--- src/rtl/stack_pkg.sv ---
// Shared types for the operand-stack engine: command codes, FSM states, opcode width.
package stack_pkg;

  localparam int OPC_W = 3;

  typedef enum logic [OPC_W-1:0] {
    OP_NOP   = 3'd0,
    OP_PUSH  = 3'd1,
    OP_POP   = 3'd2,
    OP_DUP   = 3'd3,
    OP_SWAP  = 3'd4,
    OP_CLEAR = 3'd5
  } op_e;

  typedef enum logic {
    IDLE  = 1'b0,
    SWAP2 = 1'b1
  } st_e;

endpackage

--- src/rtl/stack_engine_if.sv ---
// Command/status bundle between the stack controller (master) and stack_engine (slave).
// The hwm status signal exists only when STACK_WATERMARK_EN is defined.
interface stack_engine_if
  import stack_pkg::*;
#(
  parameter int WIDTH = 8,
  parameter int DEPTH = 8
);
  localparam int CW = $clog2(DEPTH + 1);

  logic             op_valid;
  logic             op_ready;
  logic [OPC_W-1:0] op_code;
  logic [WIDTH-1:0] op_data;
  logic [WIDTH-1:0] tos;
  logic [WIDTH-1:0] nos;
  logic [CW-1:0]    count;
  logic             empty;
  logic             full;
  logic             done;
  logic             err_ovf;
  logic             err_unf;
  logic             err_clr;
`ifdef STACK_WATERMARK_EN
  logic [CW-1:0]    hwm;
`endif

  modport master (
    output op_valid, op_code, op_data, err_clr,
    input  op_ready, tos, nos, count, empty, full, done, err_ovf, err_unf
`ifdef STACK_WATERMARK_EN
    , input hwm
`endif
  );

  modport slave (
    input  op_valid, op_code, op_data, err_clr,
    output op_ready, tos, nos, count, empty, full, done, err_ovf, err_unf
`ifdef STACK_WATERMARK_EN
    , output hwm
`endif
  );

endinterface

--- src/rtl/stack_regfile.sv ---
// DEPTH x WIDTH stack storage: one synchronous write port, two asynchronous read ports.
module stack_regfile #(
  parameter int WIDTH = 8,
  parameter int DEPTH = 8,
  parameter int AW    = $clog2(DEPTH)
) (
  input  logic             clk,
  input  logic             we_i,
  input  logic [AW-1:0]    waddr_i,
  input  logic [WIDTH-1:0] wdata_i,
  input  logic [AW-1:0]    raddr0_i,
  input  logic [AW-1:0]    raddr1_i,
  output logic [WIDTH-1:0] rdata0_o,
  output logic [WIDTH-1:0] rdata1_o
);

  logic [WIDTH-1:0] mem_q [DEPTH];

  always_ff @(posedge clk) begin
    if (we_i) mem_q[waddr_i] <= wdata_i;
  end

  assign rdata0_o = mem_q[raddr0_i];
  assign rdata1_o = mem_q[raddr1_i];

endmodule

--- src/rtl/stack_engine.sv ---
// Operand stack with op/valid/ready command port, DUP/SWAP/CLEAR, sticky error flags.
// Optional high-water-mark output when STACK_WATERMARK_EN is defined.
module stack_engine
  import stack_pkg::*;
#(
  parameter int WIDTH = 8,
  parameter int DEPTH = 8
) (
  input  logic                 clk,
  input  logic                 rst,
  stack_engine_if.slave        bus
);

  localparam int CW = $clog2(DEPTH + 1);
  localparam int AW = $clog2(DEPTH);

  st_e              state_q, state_d;
  logic [CW-1:0]    count_q, count_d;
  logic [WIDTH-1:0] temp_q, temp_d;
  logic             done_q, done_d;
  logic             ovf_q, ovf_d;
  logic             unf_q, unf_d;
  logic             ovf_set, unf_set;
  logic             we;
  logic [AW-1:0]    waddr, raddr0, raddr1;
  logic [WIDTH-1:0] wdata, rd0, rd1, tos, nos;
  logic             accept, is_empty, is_full;

  stack_regfile #(.WIDTH(WIDTH), .DEPTH(DEPTH), .AW(AW)) u_rf (
    .clk      (clk),
    .we_i     (we),
    .waddr_i  (waddr),
    .wdata_i  (wdata),
    .raddr0_i (raddr0),
    .raddr1_i (raddr1),
    .rdata0_o (rd0),
    .rdata1_o (rd1)
  );

  // Read addresses wrap harmlessly when count<2; tos/nos are masked below.
  assign raddr0   = AW'(count_q - CW'(1));
  assign raddr1   = AW'(count_q - CW'(2));
  assign is_empty = (count_q == '0);
  assign is_full  = (count_q == CW'(DEPTH));
  assign tos      = is_empty ? '0 : rd0;
  assign nos      = (count_q < CW'(2)) ? '0 : rd1;
  assign accept   = bus.op_valid && (state_q == IDLE);

  always_comb begin
    state_d = state_q;
    count_d = count_q;
    temp_d  = temp_q;
    done_d  = 1'b0;
    ovf_set = 1'b0;
    unf_set = 1'b0;
    we      = 1'b0;
    waddr   = AW'(count_q);
    wdata   = bus.op_data;
    case (state_q)
      IDLE: begin
        if (accept) begin
          done_d = 1'b1;
          case (op_e'(bus.op_code))
            OP_PUSH: begin
              if (is_full) ovf_set = 1'b1;
              else begin
                we      = 1'b1;
                count_d = count_q + CW'(1);
              end
            end
            OP_POP: begin
              if (is_empty) unf_set = 1'b1;
              else          count_d = count_q - CW'(1);
            end
            OP_DUP: begin
              if (is_empty)     unf_set = 1'b1;
              else if (is_full) ovf_set = 1'b1;
              else begin
                we      = 1'b1;
                wdata   = tos;
                count_d = count_q + CW'(1);
              end
            end
            OP_SWAP: begin
              if (count_q < CW'(2)) unf_set = 1'b1;
              else begin
                // Second half of the exchange happens in SWAP2; done waits for it.
                done_d  = 1'b0;
                temp_d  = tos;
                we      = 1'b1;
                waddr   = raddr0;
                wdata   = nos;
                state_d = SWAP2;
              end
            end
            OP_CLEAR: count_d = '0;
            default:  ;
          endcase
        end
      end
      SWAP2: begin
        we      = 1'b1;
        waddr   = raddr1;
        wdata   = temp_q;
        done_d  = 1'b1;
        state_d = IDLE;
      end
      default: state_d = IDLE;
    endcase
    ovf_d = bus.err_clr ? 1'b0 : (ovf_q | ovf_set);
    unf_d = bus.err_clr ? 1'b0 : (unf_q | unf_set);
  end

  always_ff @(posedge clk or negedge rst) begin
    if (!rst) begin
      state_q <= IDLE;
      count_q <= '0;
      done_q  <= 1'b0;
      ovf_q   <= 1'b0;
      unf_q   <= 1'b0;
    end else begin
      state_q <= state_d;
      count_q <= count_d;
      done_q  <= done_d;
      ovf_q   <= ovf_d;
      unf_q   <= unf_d;
    end
  end

  always_ff @(posedge clk) begin
    temp_q <= temp_d;
  end

`ifdef STACK_WATERMARK_EN
  logic [CW-1:0] hwm_q, hwm_d;

  // Tracks count_d so the mark moves in the same cycle as count; CLEAR drives count_d to 0.
  always_comb begin
    hwm_d = hwm_q;
    if (accept && (op_e'(bus.op_code) == OP_CLEAR)) hwm_d = '0;
    else if (count_d > hwm_q)                       hwm_d = count_d;
  end

  always_ff @(posedge clk or negedge rst) begin
    if (!rst) hwm_q <= '0;
    else      hwm_q <= hwm_d;
  end

  assign bus.hwm = hwm_q;
`endif

  assign bus.op_ready = (state_q == IDLE);
  assign bus.tos      = tos;
  assign bus.nos      = nos;
  assign bus.count    = count_q;
  assign bus.empty    = is_empty;
  assign bus.full     = is_full;
  assign bus.done     = done_q;
  assign bus.err_ovf  = ovf_q;
  assign bus.err_unf  = unf_q;

endmodule

--- src/flat_wrapper.sv ---
// flat-port wrapper written by rule: the top's interface ports become plain ports
module stack_engine_flat import stack_pkg::*;
#(
  parameter int WIDTH = 8,
  parameter int DEPTH = 8
)
  (clk, rst, bus_op_valid, bus_op_code, bus_op_data, bus_err_clr, bus_op_ready, bus_tos, bus_nos, bus_count, bus_empty, bus_full, bus_done, bus_err_ovf, bus_err_unf);
  stack_engine_if #(.WIDTH(WIDTH), .DEPTH(DEPTH)) bus_i ();
  input  logic clk;
  input  logic rst;
  input wire logic [$bits(bus_i.op_valid)-1:0] bus_op_valid;
  input wire logic [$bits(bus_i.op_code)-1:0] bus_op_code;
  input wire logic [$bits(bus_i.op_data)-1:0] bus_op_data;
  input wire logic [$bits(bus_i.err_clr)-1:0] bus_err_clr;
  output wire logic [$bits(bus_i.op_ready)-1:0] bus_op_ready;
  output wire logic [$bits(bus_i.tos)-1:0] bus_tos;
  output wire logic [$bits(bus_i.nos)-1:0] bus_nos;
  output wire logic [$bits(bus_i.count)-1:0] bus_count;
  output wire logic [$bits(bus_i.empty)-1:0] bus_empty;
  output wire logic [$bits(bus_i.full)-1:0] bus_full;
  output wire logic [$bits(bus_i.done)-1:0] bus_done;
  output wire logic [$bits(bus_i.err_ovf)-1:0] bus_err_ovf;
  output wire logic [$bits(bus_i.err_unf)-1:0] bus_err_unf;
  assign bus_i.op_valid = bus_op_valid;
  assign bus_i.op_code = bus_op_code;
  assign bus_i.op_data = bus_op_data;
  assign bus_i.err_clr = bus_err_clr;
  assign bus_op_ready = bus_i.op_ready;
  assign bus_tos = bus_i.tos;
  assign bus_nos = bus_i.nos;
  assign bus_count = bus_i.count;
  assign bus_empty = bus_i.empty;
  assign bus_full = bus_i.full;
  assign bus_done = bus_i.done;
  assign bus_err_ovf = bus_i.err_ovf;
  assign bus_err_unf = bus_i.err_unf;
  stack_engine #(.WIDTH(WIDTH), .DEPTH(DEPTH)) u_core (.clk(clk), .rst(rst), .bus(bus_i));
endmodule
--- config.mk ---
export PLATFORM = sky130hd
export DESIGN_NAME = stack_engine_flat
export DESIGN_NICKNAME = d
export VERILOG_FILES = /design/src/rtl/stack_pkg.sv /design/src/rtl/stack_engine_if.sv /design/src/rtl/stack_regfile.sv /design/src/rtl/stack_engine.sv /design/src/flat_wrapper.sv
export SDC_FILE = /design/constraint.sdc
export NUM_CORES = 1
export LEC_CHECK = 0
export CORE_ASPECT_RATIO = 0.6
export CORE_UTILIZATION = 35
export CTS_BUF_LIST = sky130_fd_sc_hd__clkbuf_2
export DETAILED_ROUTE_END_ITERATION = 6
export PLACE_DENSITY = 0.63
export SLEW_MARGIN = 5
export SYNTH_ARGS = -nofsm -noshare
export SYNTH_HDL_FRONTEND = slang
export SYNTH_HIERARCHICAL = 1
export SYNTH_SLANG_ARGS = --single-unit
--- constraint.sdc ---
create_clock -name clk -period 3.8 [get_ports clk]
set_input_delay 1.14 -clock clk [delete_from_list [all_inputs] [get_ports clk]]
set_output_delay 1.14 -clock clk [all_outputs]
set_load 0.05 [all_outputs]
# == After elaboration in Yosys (flattened, before gate mapping) ==
# Memory sizes are Yosys's and may differ from the RTL's.
# Index checks and enable logic that the tools add are counted.
# W data, S select, Z words.
# classes
n_eq_ne,8
n_reduce_logical,6
magnitude_cmp,1
n_bitwise,4
mux,42
addsub,3
# op_table
operator,n
$mux W8,6
$pmux W8 S2,2
$mux W1,20
$pmux W4 S4,1
$mux W4,3
$pmux W1 S2,5
$mux W3,3
$eq A3 B2 Y1 const B,2
$eq A3 B3 Y1 const B,2
$pmux W3 S2,1
$reduce_and A5 Y1,1
$add A4 B1 Y4 const B,1
$eq A4 B4 Y1 const B,1
$logic_not A4 Y1,1
$lt A4 B2 Y1 const B,1
$ne A2 B2 Y1 const B,2
$reduce_and A4 Y1,1
$reduce_bool A4 Y1,1
$sub A4 B1 Y4 const B,1
$eq A3 B1 Y1 const B,1
$pmux W1 S3,1
$sub A3 B2 Y3 const B,1
$not A1 Y1,2
$or A1 B1 Y1,2
other kinds (2),2
# word_totals
mem_bits_rw,64
ff_bits,16
output_inout_bits,26
wordCells,71
mem_count,1
in_bits,15
# memory_table
memory,words,width,rd,rd_clocked_by_memory_dff,write_ports,line,source
u_core.u_rf.mem_q,8,8,2,0,1,stack_regfile.sv:17,logic [WIDTH-1:0] mem_q [DEPTH];

# == Logic depth before layout (Yosys ltp) ==
# Gate-level depths: netlist of the first run.
# depth
ltp_word,8
depth_mapped,12
mapped_depth_nobuf,9

# == By module ==
# Netlist of the first run, hierarchy kept.
# by_module_without_submodules
module,n_inst,cells_per_inst,seq_area_each_um2,area_each_um2
stack_regfile,1,135,1921.8,3078.0
stack_engine,1,151,440.4,1395.1

# == Least setup slack after synthesis of the first run ==
# Ideal clock, no wire load.
# synth_timing
path_type,register to output
from,register u_core.count_q[1] (netlist: u_core/bus.count[1])
to,output port bus_tos[2]
required_ns,2.660
stages_incl_launch_ff,9
n_path_buf,2
path_slack_ns,-0.229
arrival_time_ns,2.889
cell_sequence,dfrtp_1 -> inv_1 -> ha_1 -> xor2_1 -> clkbuf_1 -> buf_2 -> mux4_2 -> mux2_2 -> nor2b_1
# synth_via
elab_chain_len,3
elab_cells_between_ends,4
classes_between,add/sub (1); mux (1); reduce/logical (1); memory (1)
# synth_lines
item,line,source
"start, declared",stack_engine.sv:18,"logic [CW-1:0] count_q, count_d;"
"start signal, assigned",stack_engine.sv:123,count_q <= count_d;
$sub A4 B1 Y4,stack_engine.sv:41,assign raddr0 = AW'(count_q - CW'(1));
net u_core.raddr0[2],stack_engine.sv:25,"logic [AW-1:0] waddr, raddr0, raddr1;"
$mem_v2 Z8 W8,-,
net u_core.rd0[2],stack_engine.sv:26,"logic [WIDTH-1:0] wdata, rd0, rd1, tos, nos;"
$mux W8,stack_engine.sv:45,assign tos = is_empty ? '0 : rd0;
"end, declared",flat_wrapper.sv:16,output wire logic [$bits(bus_i.tos)-1:0] bus_tos;
# The timed path passes the listed nets, and every way through them passes these cells.

# == Worst setup path in the final report of the first run ==
# layout_timing
from,register u_core.count_q[0] (netlist: u_core/bus.count[0])
to,output port bus_nos[3]
# layout_via
elab_chain_len,3
elab_cells_between_ends,4
classes_between,add/sub (1); order compare (1); mux (1); memory (1)
# layout_lines
item,line,source
$sub A3 B2 Y3,stack_engine.sv:42,assign raddr1 = AW'(count_q - CW'(2));
$mem_v2 Z8 W8,-,
net u_core.rd1[3],stack_engine.sv:26,
$mux W8,stack_engine.sv:46,assign nos = (count_q < CW'(2)) ? '0 : rd1;
"end, declared",flat_wrapper.sv:17,output wire logic [$bits(bus_i.nos)-1:0] bus_nos;
# The timed path passes the listed nets, and every way through them passes these cells.

==> reports/qor.tcl, run 1 <==
set qor(cts.sinks) 80
set qor(syn_nets) 306
set qor(tritoncts.num_buffers) 9
set qor(dr_total_vias) 2968
set qor(initial_core_util) 0.365
set qor(synth.top_cells.by_area) {edfxtp_1, mux4_1, dfrtp_1}
set qor(fraction_of_the_cycle_the_final_worst_path_needs) 0.985
set qor(cap_violations) 0
set qor(slew_viol_final) 0
set qor(nNetsFinal) 375
set qor(hpwl_microns) 8510
set qor(grt_pass1_wl_microns) 18200
set qor(grt_max_degree) 22
set qor(async_flop_share) 0.100
set qor(synth-edff-count) 72
set qor(cts_buffer_depth) 2
set qor(num_rows) 31
set qor(rsz0062_at_grt) {yes}
set qor(finalHoldWorstSlack_ps) 533
set qor(fill_cell_count) 1131
set qor(layout-drive-gt1-share) 0.359
set qor(clock_latency_ps) 550
set qor(synth_seq_cells) 80
set qor(timing.setup.critical_path_class) {reg2out}
set qor(finalHoldViolations) 0
set qor(fp.dieArea_sq_um) 13300
set qor(synth_top_cell_by_area) {edfxtp_1}
set qor(grt_util_all_layers) 0.196
set qor(synth-seq-area-share) 0.528
set qor(die_y_microns) 89.6
set qor(worstPathMaxFanout) 21
set qor(io-pin-count) 41
set qor(timing.hold.worst.class) {reg2reg}
set qor(fin_area_sq_um) 5540
set qor(dieWidth_microns) 148
set qor(port-buffer-count) 40
set qor(drcViolationCount) 0
set qor(timing.critical_path.arrival_ps) 2600
set qor(ctsHtreeMaxLevel) 3
set qor(clkTransAtPathRegs_ps) 230
set qor(transition_time_of_the_tightest_slew_check_pin_ps) 647
set qor(timing.max_slew.rel_slack) 0.568
set qor(synth_cell_types) 57
set qor(insertedDiodeCount) 0
set qor(drtIter0Drc) 320
set qor(cts-hold-fix-buffers) 0
set qor(mappedNetlistArea_sq_um) 4470
set qor(clock-skew-final_ps) 40.1
set qor(cts_root_buffer) {clkbuf_2}
set qor(number_of_optimization_iterations_in_the_first_detailed_route_pass) 5
set qor(mostFrequentLayoutCells) {edfxtp_1, buf_4, clkdlybuf4s50_1}
set qor(worstPathRequired_ps) 2660
set qor(tritoncts) {yes}
set qor(synth_ff_type) {edfxtp_1}
set qor(synthToLayoutAreaGrowth_pct) 23.8
set qor(number_of_nets_still_failing_antenna_checks_after_routing) 0
set qor(grt_pass1_vias) 2858
set qor(period_needed_ps) 3740
set qor(outcome) {complete, no violations}
set qor(route.detailed.wl_per_inst_microns) 23.5
set qor(core_area_sq_um) 12300
set qor(vias_per_cell) 5.66
set qor(synth.yosys.warnings) 6
set qor(syn-instance-count) 286
set qor(layout.cells.most_common) {edfxtp_1}
set qor(synthDominantCellAreaShare) 0.483
set qor(syn_avg_cell_area_sq_um) 15.6
set qor(maxClockFrequency_mhz) 267
set qor(globalplace.congestion) 0.826
set qor(postPlaceCellArea_sq_um) 5130
set qor(timing.final.setup_violations) 0
set qor(wirelength_microns) 12300
set qor(tns_ps) 0
set qor(antenna_found_initial) 0
set qor(endpoint_kind) {primary output}
set qor(critPathLaunchType) {flop}
set qor(grt-ovfl-total) 0
cell usage after synthesis (2+ instances only):
cell      count
edfxtp_1     72
mux4_1       29
nor2_1       18
mux2_2       16
nand2_1      11
and2_1        9
nor2b_1       9
dfrtp_1       8
inv_1         8
a221o_1       7
a22oi_1       7
nand2b_1      7
a21oi_1       6
buf_6         6
ha_1          5
nor3_1        5
o21ai_0       5
o21ai_1       5
a31oi_1       4
clkbuf_1      4
buf_2         3
mux4_2        3
a211oi_1      2
buf_1         2
buf_12        2
nor2_4        2
timing repair:
action,4_1_cts,5_1_grt
gates resized for setup,35,29
buffers inserted,2,4
pin swaps,1,1
endpoints found under the setup margin,16,16
cloned,2,0
stage by stage:
step / std cells / setup WS [ps] / utilization
after floorplan: 286 / 31.7 / -
after global placement: 501 / 179 / 0.419
after detailed placement: 501 / 194 / 0.419
after CTS: 520 / 1.41 / 0.444
after global routing: 524 / -58.4 / 0.452
final: 524 / 58.0 / 0.452
critical path, stage by stage, from the launching register on:
cell and delay (ps):
dfrtp_1 420, buf_4 360, mux4_1 610, mux2_2 310, and2_1 150, buf_4 180
worst paths after layout:
check                      slack [ps]                 endpoint  cells after the start                start
setup / recovery                   60               bus_nos[3]                      5  u_core/bus.count[0]
max in group asynchronous        2640           u_core/state_q                      1                  rst
hold reg to reg                   530       u_core/bus.err_ovf                      2   u_core/bus.err_ovf
setup reg to reg                  940  u_core/u_rf/mem_q[3][6]                     11  u_core/bus.count[1]
hold / removal                    530       u_core/bus.err_ovf                      2   u_core/bus.err_ovf
min in group asynchronous         840      u_core/bus.count[3]                      1                  rst
layout make-up:
class                      count  area [sq um]  area share
clock buffer                  11          55.1     0.00994
clock inverter                 4          93.8      0.0169
inverter                       8          38.8     0.00700
multi-input combinational    178          2020       0.365
sequential                    80          2360       0.426
tap                          165           206      0.0373
timing repair buffer          78           762       0.138
flip-flops by register name (all words and copies together) (netlist names):
register,flops
u_core/bus.count,4
u_core/bus.done,1
u_core/bus.err_ovf,1
u_core/bus.err_unf,1
u_core/state_q,1
u_core/temp_q,8
u_core/u_rf/mem_q,64
routing by layer:
layer / up-vias / share of wire / wire, microns / track usage
met5: - / 0 / 0 / 0
met4: 0 / 0.0069 / 85 / 0.0412
met3: 8 / 0.11 / 1410 / 0.0704
met2: 161 / 0.41 / 5050 / 0.270
met1: 1502 / 0.47 / 5780 / 0.293
li1: 1297 / - / - / -
cells by family (layout without fill, tap and decap cells):
kind of cell | after synthesis | count (layout) | share of synthesized area
AND/OR/NAND/NOR | 75 | 75 | 0.104
adder cells (fa/ha/maj) | 5 | 5 | 0.0140
AO/OA/AOI/OAI | 48 | 48 | 0.0786
XOR/XNOR | 2 | 2 | 0.00392
multiplexers | 48 | 48 | 0.226
flip-flops | 80 | 80 | 0.528
buffers and inverters | 28 | 101 | 0.0459
Power of run 1 is not shown: default switching activity piles up to over one toggle a cycle in this logic, so the estimate is an artifact.
==> run 2: changes to the inputs <==
==> constraint.sdc (replaced) <==
create_clock -name clk -period 4.2 [get_ports clk]
set_input_delay 1.26 -clock clk [delete_from_list [all_inputs] [get_ports clk]]
set_output_delay 1.26 -clock clk [all_outputs]
set_load 0.05 [all_outputs]
==> run 2 against run 1 <==
Flip-flop and latch count is the same. Utilization shrank 2.7 points. First-iteration DRC count shrank 32%. Critical path depth grew 3. Final cell count shrank 2.3%. Register-to-register slack gained 380 ps. Clock skew grew 2.8 ps. Critical endpoint is now bus_nos[2].
==> reports/qor.tcl, run 2 (synthesis gave the netlist of run 1 again) <==
set qor(route.detailed.wl_per_inst_microns) 21.2 ;# -9.7%
set qor(metal1_wirelength_microns) 4830 ;# -16%
set qor(layout.cells.most_common) {edfxtp_1}
set qor(drtIter0Drc) 217 ;# -32%
set qor(dr_wl_met3_microns) 1090 ;# -23%
set qor(synthToLayoutAreaGrowth_pct) 16.5
set qor(layout-drive-gt1-share) 0.268 ;# -0.0913
set qor(timing.setup.critical_path_class) {reg2out}
set qor(whs_path_depth) 2 ;# unchanged
set qor(initial_core_util) 0.365 ;# unchanged
set qor(route.top_layer_used) {met4}
set qor(cts_buffer_depth) 2 ;# unchanged
set qor(wl_met2_microns) 4870 ;# -3.6%
set qor(final_cell_count_no_fill) 512 ;# -2.3%
set qor(cts_root_buffer) {clkbuf_2}
set qor(outcome) {complete, no violations}
set qor(rsz0062_at_grt) {no}
set qor(nNetsFinal) 362 ;# -3.5%
set qor(timing.critical_path.arrival_ps) 2770 ;# +170 ps
set qor(timing.final.setup_violations) 0 ;# unchanged
set qor(period_needed_ps) 4030
set qor(drcViolationCount) 0 ;# unchanged
set qor(grt_pass1_wl_microns) 15900 ;# -13%
set qor(core_area_sq_um) 12300 ;# unchanged
set qor(mostFrequentLayoutCells) {edfxtp_1, buf_4, mux4_1}
set qor(ctsHtreeMaxLevel) 3 ;# unchanged
set qor(tns_ps) 0 ;# unchanged
set qor(hpwl_microns) 7560 ;# -11%
set qor(critPathLaunchType) {flop}
set qor(num_rows) 31 ;# unchanged
set qor(post-place-ws_ps) 198 ;# +4.47 ps
set qor(maxClockFrequency_mhz) 248
set qor(endpoint_kind) {primary output}
set qor(antenna_found_initial) 0 ;# unchanged
set qor(globalplace.congestion) 0.791 ;# -4.3%
set qor(worstPathMaxFanout) 16 ;# -24%
set qor(dieWidth_microns) 148 ;# unchanged
set qor(grt_max_degree) 22 ;# unchanged
set qor(transition_time_of_the_tightest_slew_check_pin_ps) 679 ;# +31.3 ps
set qor(grt-ovfl-total) 0 ;# unchanged
set qor(die_y_microns) 89.6 ;# unchanged
set qor(clkTransAtPathRegs_ps) 240 ;# about the same
set qor(io-pin-count) 41 ;# unchanged
set qor(vias_per_cell) 5.53 ;# -2.4%
set qor(timing.hold.worst.class) {reg2reg}
set qor(clock_latency_ps) 540 ;# about the same
set qor(grt_pass1_vias) 2740 ;# -4.1%
set qor(grt_util_all_layers) 0.170 ;# -0.0262
set qor(number_of_optimization_iterations_in_the_first_detailed_route_pass) 4 ;# -1
set qor(tritoncts.num_buffers) 9 ;# unchanged
set qor(fp.dieArea_sq_um) 13300 ;# unchanged
set qor(worst_r2r_path_depth) 9 ;# -2
set qor(number_of_nets_still_failing_antenna_checks_after_routing) 0 ;# unchanged
set qor(clock-skew-final_ps) 42.9 ;# +2.78 ps
set qor(finalWorstSetupSlack_ps) 168 ;# +110 ps
set qor(cts.sinks) 80 ;# unchanged
set qor(slew_viol_final) 0 ;# unchanged
set qor(insertedDiodeCount) 0 ;# unchanged
set qor(timing.max_slew.rel_slack) 0.548 ;# -0.0209
set qor(tritoncts) {yes}
set qor(cap_violations) 0 ;# unchanged
set qor(place.detailed.instances) 496 ;# -1.0%
set qor(flip_flop_count_of_the_largest_register_all_copies_and_words_added) 64 ;# unchanged
set qor(worstPathRequired_ps) 2940 ;# +280 ps
set qor(finalHoldViolations) 0 ;# unchanged
set qor(dr_total_vias) 2830 ;# -4.6%
set qor(port-buffer-count) 40 ;# unchanged
set qor(fill_cell_count) 1141 ;# +0.88%
set qor(wirelength_microns) 10900 ;# -12%
set qor(fraction_of_the_cycle_the_final_worst_path_needs) 0.960
set qor(largest_register) {u_core/u_rf/mem_q}
[run 2: stage by stage]
step	instance area [sq um]	hold WS, ps	util
CTS	5200	536	0.424
global route	5210	571	0.425
finish	5210	529	0.425
global placement	5060	478	0.413
detailed placement	5060	488	0.413
floorplan	4470	618	-
[run 2: critical path, cell delays in order (launching register included)]
cell and delay (ps):
dfrtp_1 430, inv_2 180, ha_1 280, inv_1 60
buf_4 250, mux4_1 390, mux2_2 310, and2_1 140
buf_4 180
[run 2: layer usage]
| metal | up-vias | GRT usage |
|---|---|---|
| met5 | - | 0 |
| met4 | 0 | 0.0412 |
| met3 | 9 | 0.0643 |
| met2 | 116 | 0.257 |
| met1 | 1426 | 0.232 |
| li1 | 1279 | - |
[run 2: cell type report]
class                   instances  area [sq um]  area share
flip-flops and latches         80          2360       0.453
multi-input cells             178          1920       0.368
repair buffers                 65           559       0.107
well taps                     165           206      0.0396
clock inverters                 5          81.3      0.0156
clock buffers                  11          55.1      0.0106
inverters                       8          30.0     0.00576
[run 2: worst paths after layout]
kind / slack (ps) / to / startpoint
setup / recovery: 170 / bus_nos[2] / u_core/bus.count[1]
hold / removal: 530 / u_core/bus.err_ovf / u_core/bus.err_ovf
setup reg to reg: 1320 / u_core/u_rf/mem_q[2][7] / u_core/bus.count[1]
hold reg to reg: 530 / u_core/bus.err_ovf / u_core/bus.err_ovf
max in group asynchronous: 2910 / u_core/bus.count[2] / rst
min in group asynchronous: 970 / u_core/bus.err_ovf / rst
[run 2: what timing repair did]
| item | CTS | global route |
|---|---|---|
| hold buffers | 0 | 0 |
| resized for setup | 2 | 2 |
| cloned | 0 | 0 |
| setup endpoints to repair | 8 | 8 |
| setup buffers | 0 | 0 |
Power of run 2 is left out for the same reason.
==> run 3: changes to the inputs <==
==> constraint.sdc (replaced) <==
create_clock -name clk -period 4.3 [get_ports clk]
set_input_delay 0.86 -clock clk [delete_from_list [all_inputs] [get_ports clk]]
set_output_delay 0.86 -clock clk [all_outputs]
set_load 0.05 [all_outputs]
==> run 3 against run 2 <==
Critical path depth up 1. Hold slack better by 6.0 ps. Design area down 0.98%. Register-to-register slack worse by 420 ps. First-iteration DRC count up 35%. Sequential share of layout area up 0.47 points. Wire length up 1.2%. Critical path type unchanged.
==> reports/qor.tcl, run 3 (synthesis gave the netlist of run 1 again) <==
set qor(outcome) {complete, no violations}
set qor(globalRouteMet2Util) 0.257 ;# +0.000429
set qor(finalHoldViolations) 0 ;# unchanged
set qor(port-buffer-count) 40 ;# unchanged
set qor(cts_root_buffer) {clkbuf_2}
set qor(tns_ps) 0 ;# unchanged
set qor(hpwl_microns) 7750 ;# +2.5%
set qor(min_from) {u_core/bus.err_ovf}
set qor(worstPathMaxFanout) 16 ;# unchanged
set qor(ctsHtreeMaxLevel) 3 ;# unchanged
set qor(timing.max_slew.rel_slack) 0.499 ;# -0.0485
set qor(crit_chain) {inv_1 > buf_4 > ha_2 > xor2_1 > buf_4 > mux4_1 > mux2_2 > nor2b_1 > buf_4}
set qor(vias_per_cell) 5.74 ;# +3.8%
set qor(number_of_buffers_and_inverters_on_the_critical_path) 4 ;# unchanged
set qor(clock_latency_ps) 550 ;# about the same
set qor(grt_pass1_vias) 2700 ;# -1.5%
set qor(timing.critical_path.slowest_cell_delay_ps) 530 ;# +100 ps
set qor(timing.setup.critical_path_class) {reg2out}
set qor(timing.final.setup_violations) 0 ;# unchanged
set qor(maxClockFrequency_mhz) 249
set qor(cpMaxStageDelayCell) {dfrtp_1}
set qor(rr_startpoint) {u_core/bus.count[1]}
set qor(layout-drive-gt1-share) 0.217 ;# -0.0510
set qor(drtIter0Drc) 292 ;# +35%
set qor(antenna_found_initial) 0 ;# unchanged
set qor(tritoncts.num_buffers) 9 ;# unchanged
set qor(cts_buffer_depth) 2 ;# unchanged
set qor(clock-skew-final_ps) 33.7 ;# -9.26 ps
set qor(fill_cell_count) 1140 ;# -0.088%
set qor(io-pin-count) 41 ;# unchanged
set qor(worstSetupStartpoint) {u_core/bus.count[1]}
set qor(number_of_nets_still_failing_antenna_checks_after_routing) 0 ;# unchanged
set qor(global_route.usage.met1) 0.254 ;# +0.0219
set qor(layout.cells.most_common) {edfxtp_1}
set qor(worstPathRequired_ps) 3440 ;# +500 ps
set qor(timing.hold.worst.class) {reg2reg}
set qor(fraction_of_the_cycle_the_final_worst_path_needs) 0.935
set qor(timing.critical_path.arrival_ps) 3160 ;# +390 ps
set qor(dr_total_vias) 2904 ;# +2.6%
set qor(endpoint_kind) {primary output}
set qor(insertedDiodeCount) 0 ;# unchanged
set qor(transition_time_of_the_tightest_slew_check_pin_ps) 749 ;# +70.0 ps
set qor(global_route.usage.met3) 0.0510 ;# -0.0133
set qor(number_of_optimization_iterations_in_the_first_detailed_route_pass) 5 ;# +1
set qor(core_area_sq_um) 12300 ;# unchanged
set qor(route.detailed.wl_per_inst_microns) 21.7 ;# +2.4%
set qor(slew_viol_final) 0 ;# unchanged
set qor(synthToLayoutAreaGrowth_pct) 15.4
set qor(tritoncts) {yes}
set qor(grt-ovfl-total) 0 ;# unchanged
set qor(initial_core_util) 0.365 ;# unchanged
set qor(drcViolationCount) 0 ;# unchanged
set qor(clkTransAtPathRegs_ps) 220 ;# -20 ps
set qor(num_rows) 31 ;# unchanged
set qor(cts-hold-fix-buffers) 0 ;# unchanged
set qor(die_y_microns) 89.6 ;# unchanged
set qor(flip_flop_count_of_the_largest_register_all_copies_and_words_added) 64 ;# unchanged
set qor(critPathLaunchType) {flop}
set qor(nNetsFinal) 356 ;# -1.7%
set qor(dieWidth_microns) 148 ;# unchanged
set qor(period_needed_ps) 4020
set qor(grt_pass1_wl_microns) 16300 ;# +2.9%
set qor(fp.dieArea_sq_um) 13300 ;# unchanged
set qor(cap_violations) 0 ;# unchanged
set qor(wirelength_microns) 11000 ;# +1.2%
set qor(grt_max_degree) 19 ;# -14%
set qor(cts.sinks) 80 ;# unchanged
set qor(cpLargestDelayFamily) {buffers and inverters}
set qor(grt_util_all_layers) 0.175 ;# +0.00495
set qor(rsz0062_at_grt) {no}
set qor(crit_path_frequent_cell) {buf_4}
set qor(mostFrequentLayoutCells) {edfxtp_1, mux4_1, buf_4}
set qor(largest_register) {u_core/u_rf/mem_q}
set qor(global_route.peak_usage_layer) {met2}
set qor(globalplace.congestion) 0.804 ;# +1.7%
run 3: final cells by class:
| class | count | area [sq um] | share of cell area |
|---|---|---|---|
| clock buffers | 10 | 50.0 | 0.00970 |
| clock inverters | 6 | 50.0 | 0.00970 |
| multi-input cells | 178 | 1910 | 0.370 |
| repair buffers | 59 | 553 | 0.107 |
| inverters | 8 | 30.0 | 0.00582 |
| well taps | 165 | 206 | 0.0400 |
| flip-flops and latches | 80 | 2360 | 0.458 |
run 3: what timing repair did:
| item | 4_1_cts | 5_1_grt |
|---|---|---|
| buffers inserted | 0 | 0 |
| pin swaps | 0 | 0 |
| gates resized for setup | 1 | 9 |
| setup endpoints to repair | 8 | 9 |
run 3: worst paths after layout:
check,to,slack (ps),cells after the start
setup / recovery,bus_tos[0],280,9
hold / removal,u_core/bus.err_ovf,540,2
setup reg to reg,u_core/u_rf/mem_q[7][5],900,9
hold reg to reg,u_core/bus.err_ovf,540,2
max in group asynchronous,u_core/bus.count[2],3400,1
min in group asynchronous,u_core/bus.err_unf,570,1
run 3: per-layer routing:
metal | share of wire | up-vias
met5 | 0 | -
met2 | 0.44 | 145
met1 | 0.46 | 1473
met3 | 0.088 | 15
met4 | 0.010 | 0
li1 | - | 1271
run 3: stage by stage:
stage	area [sq um]	utilization	hold WS [ps]	std cells	setup WS (ps)
2_1_floorplan	4470	-	564	286	551
3_3_place_gp	5040	0.411	481	490	577
3_5_place_dp	5040	0.411	503	490	555
4_1_cts	5140	0.419	548	506	67.4
5_1_grt	5160	0.421	539	506	73.2
6_report	5160	0.421	535	506	278
run 3: worst register-to-register path: stages, from the launching register on:
cell	delay [ps]
dfrtp_1	530
inv_1	120
buf_4	230
ha_2	330
inv_1	450
a211oi_1	190
a211oi_1	610
nand2_1	160
nor2_1	280
buf_4	220
Power of run 3 is left out for the same reason.
